### config.mk
export PLATFORM = sky130hd
export DESIGN_NAME = seq_divider
export DESIGN_NICKNAME = d
export VERILOG_FILES = /design/src/rtl/div_pkg.sv /design/src/rtl/div_step_unit.sv /design/src/rtl/seq_divider.sv
export SDC_FILE = /design/constraint.sdc
export NUM_CORES = 1
export LEC_CHECK = 0
export BUFFER_PORTS_ARGS = -buffer_cell sky130_fd_sc_hd__buf_2
export CORE_MARGIN = 2
export CORE_UTILIZATION = 50
export DETAILED_ROUTE_END_ITERATION = 6
export PLACE_DENSITY_LB_ADDON = 0.08
export SYNTH_ARGS = -nofsm -noshare
export SYNTH_HDL_FRONTEND = slang
export SYNTH_SLANG_ARGS = --single-unit
export TNS_END_PERCENT = 100
### constraint.sdc
create_clock -name clk -period 2.2 [get_ports clk]
set_clock_uncertainty 0.05 [all_clocks]
set_input_delay 0.11 -clock clk [delete_from_list [all_inputs] [get_ports clk]]
set_output_delay 0.11 -clock clk [all_outputs]
set_load 0.03 [all_outputs]
### src/rtl/div_pkg.sv
// div_pkg: shared FSM state encoding and default operand width for seq_divider.
package div_pkg;
  typedef enum logic [1:0] {IDLE, CALC, DONE} state_t;
  localparam int DEFAULT_WIDTH = 8;
endpackage

### src/rtl/div_step_unit.sv
// div_step_unit: one combinational restoring shift-subtract step.
module div_step_unit #(
  parameter int WIDTH = 8
) (
  input  logic [WIDTH-2:0] rem,
  input  logic             in_bit,
  input  logic [WIDTH-1:0] divisor,
  output logic [WIDTH-1:0] rem_next,
  output logic             q_bit
);
  logic [WIDTH-1:0] shifted;
  logic [WIDTH:0]   diff;
  // The partial remainder never reaches the top bit before a shift, so it is carried as WIDTH-1 bits.
  assign shifted  = {rem, in_bit};
  assign diff     = {1'b0, shifted} - {1'b0, divisor};
  assign q_bit    = ~diff[WIDTH];
  assign rem_next = diff[WIDTH] ? shifted : diff[WIDTH-1:0];
endmodule

### src/rtl/seq_divider.sv
// seq_divider: WIDTH-cycle restoring unsigned divider (IDLE/CALC/DONE FSM).
// Define DIV_ZERO_DETECT_EN to short-cut a zero divisor straight to DONE with dbz=1.
module seq_divider
  import div_pkg::*;
#(
  parameter int WIDTH = DEFAULT_WIDTH
) (
  input  logic             clk,
  input  logic             rst,
  input  logic             start,
  input  logic [WIDTH-1:0] dividend,
  input  logic [WIDTH-1:0] divisor,
  output logic             busy,
  output logic             done,
  output logic [WIDTH-1:0] quotient,
  output logic [WIDTH-1:0] remainder,
  output logic             dbz
);
  localparam int CW = $clog2(WIDTH + 1);
  state_t           state, state_next;
  logic [WIDTH-1:0] q_reg, div_reg, rem_next, q_shift;
  logic [WIDTH-2:0] rem_reg;
  logic [CW-1:0]    cnt;
  logic             q_bit, last, zero, dbz_r;
`ifdef DIV_ZERO_DETECT_EN
  assign zero = divisor == '0;
`else
  assign zero = 1'b0;
`endif
  div_step_unit #(.WIDTH(WIDTH)) u_step (
    .rem      (rem_reg),
    .in_bit   (q_reg[WIDTH-1]),
    .divisor  (div_reg),
    .rem_next (rem_next),
    .q_bit    (q_bit)
  );
  assign q_shift = {q_reg[WIDTH-2:0], q_bit};
  assign last    = cnt == CW'(1);
  assign busy    = state == CALC;
  assign done    = state == DONE;
  assign dbz     = dbz_r;
  always_comb begin
    state_next = state == IDLE ? (start ? (zero ? DONE : CALC) : IDLE) :
                 state == CALC ? (last ? DONE : CALC) : IDLE;
  end
  always_ff @(posedge clk or posedge rst) begin
    if (rst) state <= IDLE;
    else     state <= state_next;
  end
  always_ff @(posedge clk or posedge rst) begin
    if (rst) begin
      q_reg     <= '0;
      div_reg   <= '0;
      rem_reg   <= '0;
      cnt       <= '0;
      quotient  <= '0;
      remainder <= '0;
      dbz_r     <= 1'b0;
    end else if (state == IDLE && start) begin
      q_reg   <= dividend;
      div_reg <= divisor;
      rem_reg <= '0;
      cnt     <= CW'(WIDTH);
      if (zero) begin
        quotient  <= '1;
        remainder <= dividend;
        dbz_r     <= 1'b1;
      end
    end else if (state == CALC) begin
      q_reg   <= q_shift;
      rem_reg <= rem_next[WIDTH-2:0];
      cnt     <= cnt - CW'(1);
      if (last) begin
        quotient  <= q_shift;
        remainder <= rem_next;
        dbz_r     <= 1'b0;
      end
    end
  end
endmodule

==> results of run 1 <==
power groups by stage:
stage / clock, W / sequential (W) / combinational, W
after floorplan: 0 / 0.00164 / 0.00171
after global placement: 0 / 0.00145 / 0.00250
after detailed placement: 0 / 0.00146 / 0.00253
after CTS: 0.000621 / 0.00144 / 0.00268
after global routing: 0.000646 / 0.00150 / 0.00313
final: 0.000609 / 0.00145 / 0.00280
cell families after synthesis:
group	share of synthesized area
and+or+nand+nor	0.160
AOI/OAI and AO/OA	0.182
DFF	0.490
buffers and inverters	0.0484
adders and majority gates	0.0631
muxes	0.0397
xor gates and xnor gates	0.0152
other	0.00163
timing repair:
item                                    CTS  global route
gates resized for setup                   4            14
pin swaps                                 2             3
gates cloned                              0             0
hold buffers                              8             0
endpoints found under the setup margin   15            16
hold endpoints to repair                 52             0
buffers inserted                          2             1
cell type report:
cell class | instances | share of cell area
Inverter | 16 | 0.0211
Tap cell | 52 | 0.0229
Timing Repair Buffer | 58 | 0.130
Clock inverter | 2 | 0.0123
Sequential cell | 45 | 0.396
Multi-Input combinational cell | 173 | 0.393
Clock buffer | 5 | 0.0242
metrics by stage:
step           worst slack [ps]  TNS (ps)  instances
6_report                   70.2         0        351
5_1_grt                   -23.5     -65.2        351
4_1_cts                    15.1         0        350
3_5_place_dp               -108      -658        333
3_3_place_gp              -31.6      -149        333
2_1_floorplan              43.6         0        244
synthesized netlist by cell type, types with 3 or more instances:
| cell | count | share of area |
|---|---|---|
| sky130_fd_sc_hd__nand2_1 | 65 | 0.11 |
| sky130_fd_sc_hd__a2bb2oi_1 | 3 | 0.011 |
| sky130_fd_sc_hd__mux2i_1 | 5 | 0.022 |
| sky130_fd_sc_hd__ha_1 | 10 | 0.054 |
| sky130_fd_sc_hd__o21ai_0 | 32 | 0.070 |
| sky130_fd_sc_hd__o21ai_2 | 4 | 0.015 |
| sky130_fd_sc_hd__nand2b_1 | 5 | 0.014 |
| sky130_fd_sc_hd__inv_1 | 16 | 0.026 |
| sky130_fd_sc_hd__xnor2_1 | 3 | 0.011 |
| sky130_fd_sc_hd__dfrtp_1 | 45 | 0.49 |
| sky130_fd_sc_hd__nor2b_1 | 4 | 0.011 |
| sky130_fd_sc_hd__a21oi_1 | 3 | 0.0065 |
| sky130_fd_sc_hd__a22oi_1 | 7 | 0.023 |
| sky130_fd_sc_hd__clkbuf_1 | 6 | 0.0098 |
| sky130_fd_sc_hd__a21o_1 | 3 | 0.0098 |
| sky130_fd_sc_hd__nor2_1 | 7 | 0.011 |
how the worst min path moves through the flow:
stage | to | slack, ps | cells after the start
5_1_grt | div_reg[0] | 0.9 | 2
3_3_place_gp | div_reg[6] | 230 | 3
2_1_floorplan | div_reg[1] | 180 | 2
4_1_cts | div_reg[0] | 3 | 2
3_5_place_dp | div_reg[7] | 240 | 3
6_report | div_reg[0] | 2 | 2
layer usage:
layer	wire, um	part of all wire	vias to the layer above	track usage
met1	2450	0.51	842	0.305
met3	181	0.038	7	0.0478
li1	-	-	930	-
met2	2090	0.44	38	0.302
met5	0	0	-	0
met4	70	0.015	0	0.0629
critical path, stage by stage (launching register included):
cell and delay, ps:
sky130_fd_sc_hd__dfrtp_1 390, sky130_fd_sc_hd__ha_2 190, sky130_fd_sc_hd__fa_2 350, sky130_fd_sc_hd__nand2b_4 160, sky130_fd_sc_hd__a211oi_4 220, sky130_fd_sc_hd__o41a_4 270
sky130_fd_sc_hd__mux2_4 340, sky130_fd_sc_hd__o21ai_2 100
==> results.env, run 1 <==
STATUS='complete, no violations'
HOLD_START='divisor[0]'
DETAILROUTE.VIA_COUNT=1817
DIEHEIGHT_UM=71.8
WORST_SETUP_PATH_ENDPOINT='remainder[1]'
MAXSLEWVIOLCOUNT=0
LEAKAGEPOWER_nW=1.40
TIMING.MAX_SLEW.REL_SLACK=0.616
PATH_CLASS='flop to flop'
SWITCH_SHARE=0.433
WORST-SLEW-PIN-TRANSITION_PS=576
CLOCK_ROOT_BUFFER='sky130_fd_sc_hd__clkbuf_8'
TOTAL_POWER_W=0.00486
TRITONCTS_CLOCK_TREE='yes'
DESIGN.DIE.AREA_UM2=5160
CTS.REPORTEDPATHS.CLKPINSLEW_PS=80
MAPPEDNETLISTNETS=274
DATA_ARRIVAL_TIME_OF_THE_WORST_PATH_PS=2310
AREA_POST_PLACEMENT_UM2=2580
MAX_CLOCK_FREQ_MHz=470
REGTOREGSTARTPOINT='div_reg[0]'
DR.PASS1.ITERS=4
BUFFER_LEVELS_ON_THE_LONGEST_CLOCK_PATH=2
DRT_ITER0_DRC=157
R2R-END='remainder[1]'
TIMING.FINAL.CRIT_SHARE=0.968
YOSYS_WARNINGS=0
POSTSYNTH.TOPFLOPCELL='sky130_fd_sc_hd__dfrtp_1'
WORSTSETUPSTARTPOINTTYPE='flop'
SYNTH_CELLS=244
FINAL-SETUP-VIOL-COUNT=0
COMBINATIONALPOWERSHARE=0.577
CORE_UTILIZATION_OF_THE_FINISHED_LAYOUT=0.648
MIN_DELAY_PATH_CLASS='input port to flop'
MULTI_INPUT_AREA_UM2=1120
WORSTSETUPSTARTPOINT='div_reg[0]'
POWER_SWITCHING_W=0.00210
SYN_AVG_CELL_AREA_UM2=9.43
SYNTHESIS.AREA_UM2=2300
SYNTH-SEQ-AREA-SHARE=0.490
GRT_MAX_DEGREE=46
ENDPOINT_CLASS_OF_THE_CRITICAL_PATH='flop'
NUMBER_OF_ROUTED_NETS_WITH_ANTENNA_VIOLATIONS=0
YS_ASYNC_SR_FRACTION=1.00
R2R_SLACK_PS=70
DETAIL_ROUTE.WL_PER_CELL_UM=13.6
CLKSINKCOUNT=45
PWR-SHARE-SEQ=0.298
VIA_CELL_RATIO=5.18
MOST_COMMON_LIBRARY_CELL_IN_THE_LAYOUT_IGNORING_FILL_AND_TAPS='sky130_fd_sc_hd__nand2_1'
PLACE_HPWL_UM=3370
GRT.OVERFLOW.TOTAL=0
PATH_MAX_FANOUT=8
P_PER_AREA_nW_PER_UM2=1710
RSZ0062_AT_GRT='yes'
FILLERINSTANCES=391
MAXCAPVIOLCOUNT=0
TOP_LIBRARY_CELLS_BY_USAGE_IN_THE_LAYOUT_FILL_AND_TAPS_ASIDE='65 x sky130_fd_sc_hd__nand2_1, 45 x sky130_fd_sc_hd__dfrtp_1, 36 x sky130_fd_sc_hd__buf_2'
H-TREE-DEPTH=2
MIN_PERIOD_PS=2130
YS_SEQ_ELEMENTS=45
GP_ROUTABILITY_CONGESTION=0.819
PEAKVDDDROP_uV=793
FLOORPLAN.ROWS=24
INITIAL_CORE_UTIL=0.525
FLOORPLAN.CORE_AREA_UM2=4380
CTS_MADE_BUFFERS=5
GLOBAL_ROUTE.USAGE.TOTAL=0.206
NETS=329
IOS=38
VIA_COUNT_OF_THE_FIRST_GLOBAL_ROUTING_PASS=1722
ANTENNA_FOUND_INITIAL=0
POSTLAYOUTCELLAREA_UM2=2840
CHIPWIDTH_UM=71.8
HOLD_VIOL=0
CLK_LAT_WORST_SKEW_PS=300
CLOCK_POWER_SHARE=0.125
FINAL_LAYOUT_SIZE_SUFFIX_GT1_FRAC=0.264
ANTENNA_CELLS=0
PLACEMENT.IO_BUFFERS=36
HOLDWS_PS=1.95
AREA_GROWTH_SYN_TO_LAYOUT_PCT=23.6
NETLIST-CELL-TYPE-COUNT=39
CELL_INTERNAL_PWR_W=0.00276
FINALWIRELENGTH_UM=4790
DRCVIOLATIONCOUNT=0
GRT_FIRST_PASS_WIRELENGTH_UM=8250
SEQ_AREA_UM2=1130
WORST_EP_REQUIRED_TIME_PS=2380
SYNTH_EDF_COUNT=0
R2R.WORST_PATH.CELLS=7
Note: power is estimated with default switching activity, not from simulation.
==> run 2: changes to the inputs <==
--- a/config.mk
+++ b/config.mk
@@ -6,7 +6,6 @@
 export NUM_CORES = 1
 export LEC_CHECK = 0
 export BUFFER_PORTS_ARGS = -buffer_cell sky130_fd_sc_hd__buf_2
-export CORE_MARGIN = 2
 export CORE_UTILIZATION = 50
 export DETAILED_ROUTE_END_ITERATION = 6
 export PLACE_DENSITY_LB_ADDON = 0.08
==> run 2 against run 1 <==
Via count grew 2.9%; global-route usage grew 0.99 points; largest cell class is now multi-input gates; cell count grew 0.57%; first-iteration DRC count shrank 30%; register-to-register slack lost 20 ps.
==> results.env, run 2 (synthesis gave the netlist of run 1 again) <==
DIEHEIGHT_UM=69.8  # was 71.8 um
SWITCH_SHARE=0.446  # was 0.433
TRITONCTS_CLOCK_TREE='yes'  # unchanged
MAX_CLOCK_FREQ_MHz=465  # was 470 MHz
R2R_SLACK_PS=50  # was 70 ps
GLOBAL_ROUTE.USAGE.TOTAL=0.216  # was 0.206
CRITICAL-PATH-MAX-STAGE-DELAY_PS=410  # was 390 ps
FINAL_LAYOUT_SIZE_SUFFIX_GT1_FRAC=0.256  # was 0.264
DESIGN.DIE.AREA_UM2=4870  # was 5160 um^2
PEAKVDDDROP_uV=776  # was 793 uV
TIMING.MAX_SLEW.REL_SLACK=0.628  # was 0.616
RSZ0062_AT_GRT='yes'  # unchanged
WORST_EP_REQUIRED_TIME_PS=2330  # was 2380 ps
GRT_MAX_DEGREE=46  # unchanged
PATH_CLASS='flop to flop'  # unchanged
NUMBER_OF_ROUTED_NETS_WITH_ANTENNA_VIOLATIONS=0  # unchanged
CLK_LAT_WORST_SKEW_PS=300  # about the same
MIN_PERIOD_PS=2150  # was 2130 ps
CHIPWIDTH_UM=69.8  # was 71.8 um
PWR-SHARE-SEQ=0.304  # was 0.298
LEAKAGEPOWER_nW=1.39  # was 1.40 nW
DR.PASS1.ITERS=4  # unchanged
CLOCK_POWER_SHARE=0.108  # was 0.125
CP.BUFFERS_INVERTERS=1  # was 0
FINAL_CRITICAL_PATH_SETUP_SLACK_PS=47.8  # was 70.2 ps
VIA_CELL_RATIO=5.30  # was 5.18
GP_ROUTABILITY_CONGESTION=0.814  # was 0.819
HOLD_VIOL=0  # unchanged
AREA_GROWTH_SYN_TO_LAYOUT_PCT=23.3  # was 23.6%
DETAIL_ROUTE.WL_PER_CELL_UM=13.3  # was 13.6 um
CP_CELL_SEQUENCE='ha_4 > fa_2 > nand2b_4 > a211oi_4 > buf_4 > o41a_4 > mux2i_2 > o21ai_1'  # was ha_2 > fa_2 > nand2b_4 > a211oi_4 > o41a_4 > mux2_4 > o21ai_2
POWER_SWITCHING_W=0.00212  # was 0.00210 W
FINALWIRELENGTH_UM=4700  # was 4790 um
FLOORPLAN.ROWS=24  # unchanged
FINAL-SETUP-VIOL-COUNT=0  # unchanged
CTS_MADE_BUFFERS=5  # unchanged
ENDPOINT_CLASS_OF_THE_CRITICAL_PATH='flop'  # unchanged
ANTENNA_FOUND_INITIAL=0  # unchanged
PLACEMENT.IO_BUFFERS=36  # unchanged
ANTENNA_CELLS=0  # unchanged
FLOORPLAN.CORE_AREA_UM2=4380  # unchanged
DETAILROUTE.VIA_COUNT=1870  # was 1817
MOST_COMMON_LIBRARY_CELL_IN_THE_LAYOUT_IGNORING_FILL_AND_TAPS='sky130_fd_sc_hd__nand2_1'  # unchanged
IOS=38  # unchanged
CLKSINKCOUNT=45  # unchanged
BUFFER_LEVELS_ON_THE_LONGEST_CLOCK_PATH=2  # unchanged
GRT.OVERFLOW.TOTAL=0  # unchanged
CPMAXSTAGEDELAYCELL='sky130_fd_sc_hd__dfrtp_1'  # unchanged
GRT_FIRST_PASS_WIRELENGTH_UM=8340  # was 8250 um
SETUP_SLACK_AT_PLACEMENT_PS=-86.6  # was -108 ps
DRCVIOLATIONCOUNT=0  # unchanged
NETS=330  # was 329
CORE_UTILIZATION_OF_THE_FINISHED_LAYOUT=0.647  # was 0.648
INITIAL_CORE_UTIL=0.525  # unchanged
VIA_COUNT_OF_THE_FIRST_GLOBAL_ROUTING_PASS=1811  # was 1722
CTS.REPORTEDPATHS.CLKPINSLEW_PS=90  # was 80 ps
CLOCK_ROOT_BUFFER='sky130_fd_sc_hd__clkbuf_8'  # unchanged
TIMING.FINAL.CRIT_SHARE=0.978  # was 0.968
CELL_INTERNAL_PWR_W=0.00264  # was 0.00276 W
DRT_ITER0_DRC=110  # was 157
WORST_PATH_DOMINANT_CELL_FAMILY='adder cells'  # was compound AO/OA/AOI/OAI gates
STATUS='complete, no violations'  # unchanged
PATH_MAX_FANOUT=5  # was 8
SETUP_TOTAL_NEGATIVE_SLACK_PS=0  # unchanged
WORSTSETUPSTARTPOINTTYPE='flop'  # unchanged
P_PER_AREA_nW_PER_UM2=1680  # was 1710 nW/um^2
TOP_LIBRARY_CELLS_BY_USAGE_IN_THE_LAYOUT_FILL_AND_TAPS_ASIDE='65 x sky130_fd_sc_hd__nand2_1, 45 x sky130_fd_sc_hd__dfrtp_1, 36 x sky130_fd_sc_hd__buf_2'  # unchanged
MAXCAPVIOLCOUNT=0  # unchanged
HOLDWS_PS=46.5  # was 1.95 ps
COMBINATIONALPOWERSHARE=0.588  # was 0.577
H-TREE-DEPTH=2  # unchanged
WORST-SLEW-PIN-TRANSITION_PS=558  # was 576 ps
MAXSLEWVIOLCOUNT=0  # unchanged
DATA_ARRIVAL_TIME_OF_THE_WORST_PATH_PS=2280  # was 2310 ps
MIN_DELAY_PATH_CLASS='input port to flop'  # unchanged
PLACE_HPWL_UM=3160  # was 3370 um
## run 2: metrics by stage
step | area, um^2 | total power (W) | cells
4_1_cts | 2780 | 0.00460 | 351
2_1_floorplan | 2300 | 0.00336 | 244
5_1_grt | 2840 | 0.00516 | 353
6_report | 2840 | 0.00476 | 353
3_5_place_dp | 2580 | 0.00396 | 333
3_3_place_gp | 2580 | 0.00395 | 333
## run 2: final cells by class
type / count / area, um^2
fillers: 357 / 1550
multi-input cells: 174 / 1130
flip-flops and latches: 45 / 1130
repair buffers: 58 / 368
clock buffers: 6 / 72.6
well taps: 52 / 65.1
inverters: 16 / 60.1
clock inverters: 2 / 15.0
## run 2: power by group through the flow
stage	Clock (W)	Sequential, W	Combinational (W)
CTS	0.000533	0.00144	0.00264
detailed placement	0	0.00145	0.00250
global placement	0	0.00145	0.00250
floorplan	0	0.00164	0.00171
finish	0.000513	0.00145	0.00280
global route	0.000556	0.00149	0.00311
## run 2: worst paths after layout
check | start | end | cells past startpoint
hold reg to reg | quotient[3] | quotient[3] | 2
setup reg to reg | div_reg[0] | remainder[4] | 8
min in group asynchronous | rst | div_reg[6] | 4
max in group asynchronous | rst | div_reg[4] | 4
hold / removal | dividend[2] | q_reg[2] | 3
setup / recovery | div_reg[0] | remainder[4] | 8
## run 2: layer usage
metal | GRT usage | wire (um) | vias up
li1 | - | - | 941
met4 | 0.0822 | 49 | 0
met2 | 0.328 | 2090 | 55
met5 | 0 | 0 | -
met3 | 0.0494 | 259 | 4
met1 | 0.302 | 2300 | 870
## run 2: worst register-to-register path: stages, from the launching register on
cell and delay, ps:
sky130_fd_sc_hd__dfrtp_1 410, sky130_fd_sc_hd__ha_4 180, sky130_fd_sc_hd__fa_2 360, sky130_fd_sc_hd__nand2b_4 160
sky130_fd_sc_hd__a211oi_4 250, sky130_fd_sc_hd__buf_4 160, sky130_fd_sc_hd__o41a_4 160, sky130_fd_sc_hd__mux2i_2 230
sky130_fd_sc_hd__o21ai_1 80
## run 2: what timing repair did
action                     4_1_cts  5_1_grt
buffers inserted                 0        2
gates cloned                     1        0
resized for setup                3       15
setup endpoints to repair       15       16
pin swaps                        2        3
hold buffers                     9        0
hold endpoints to repair        53        0
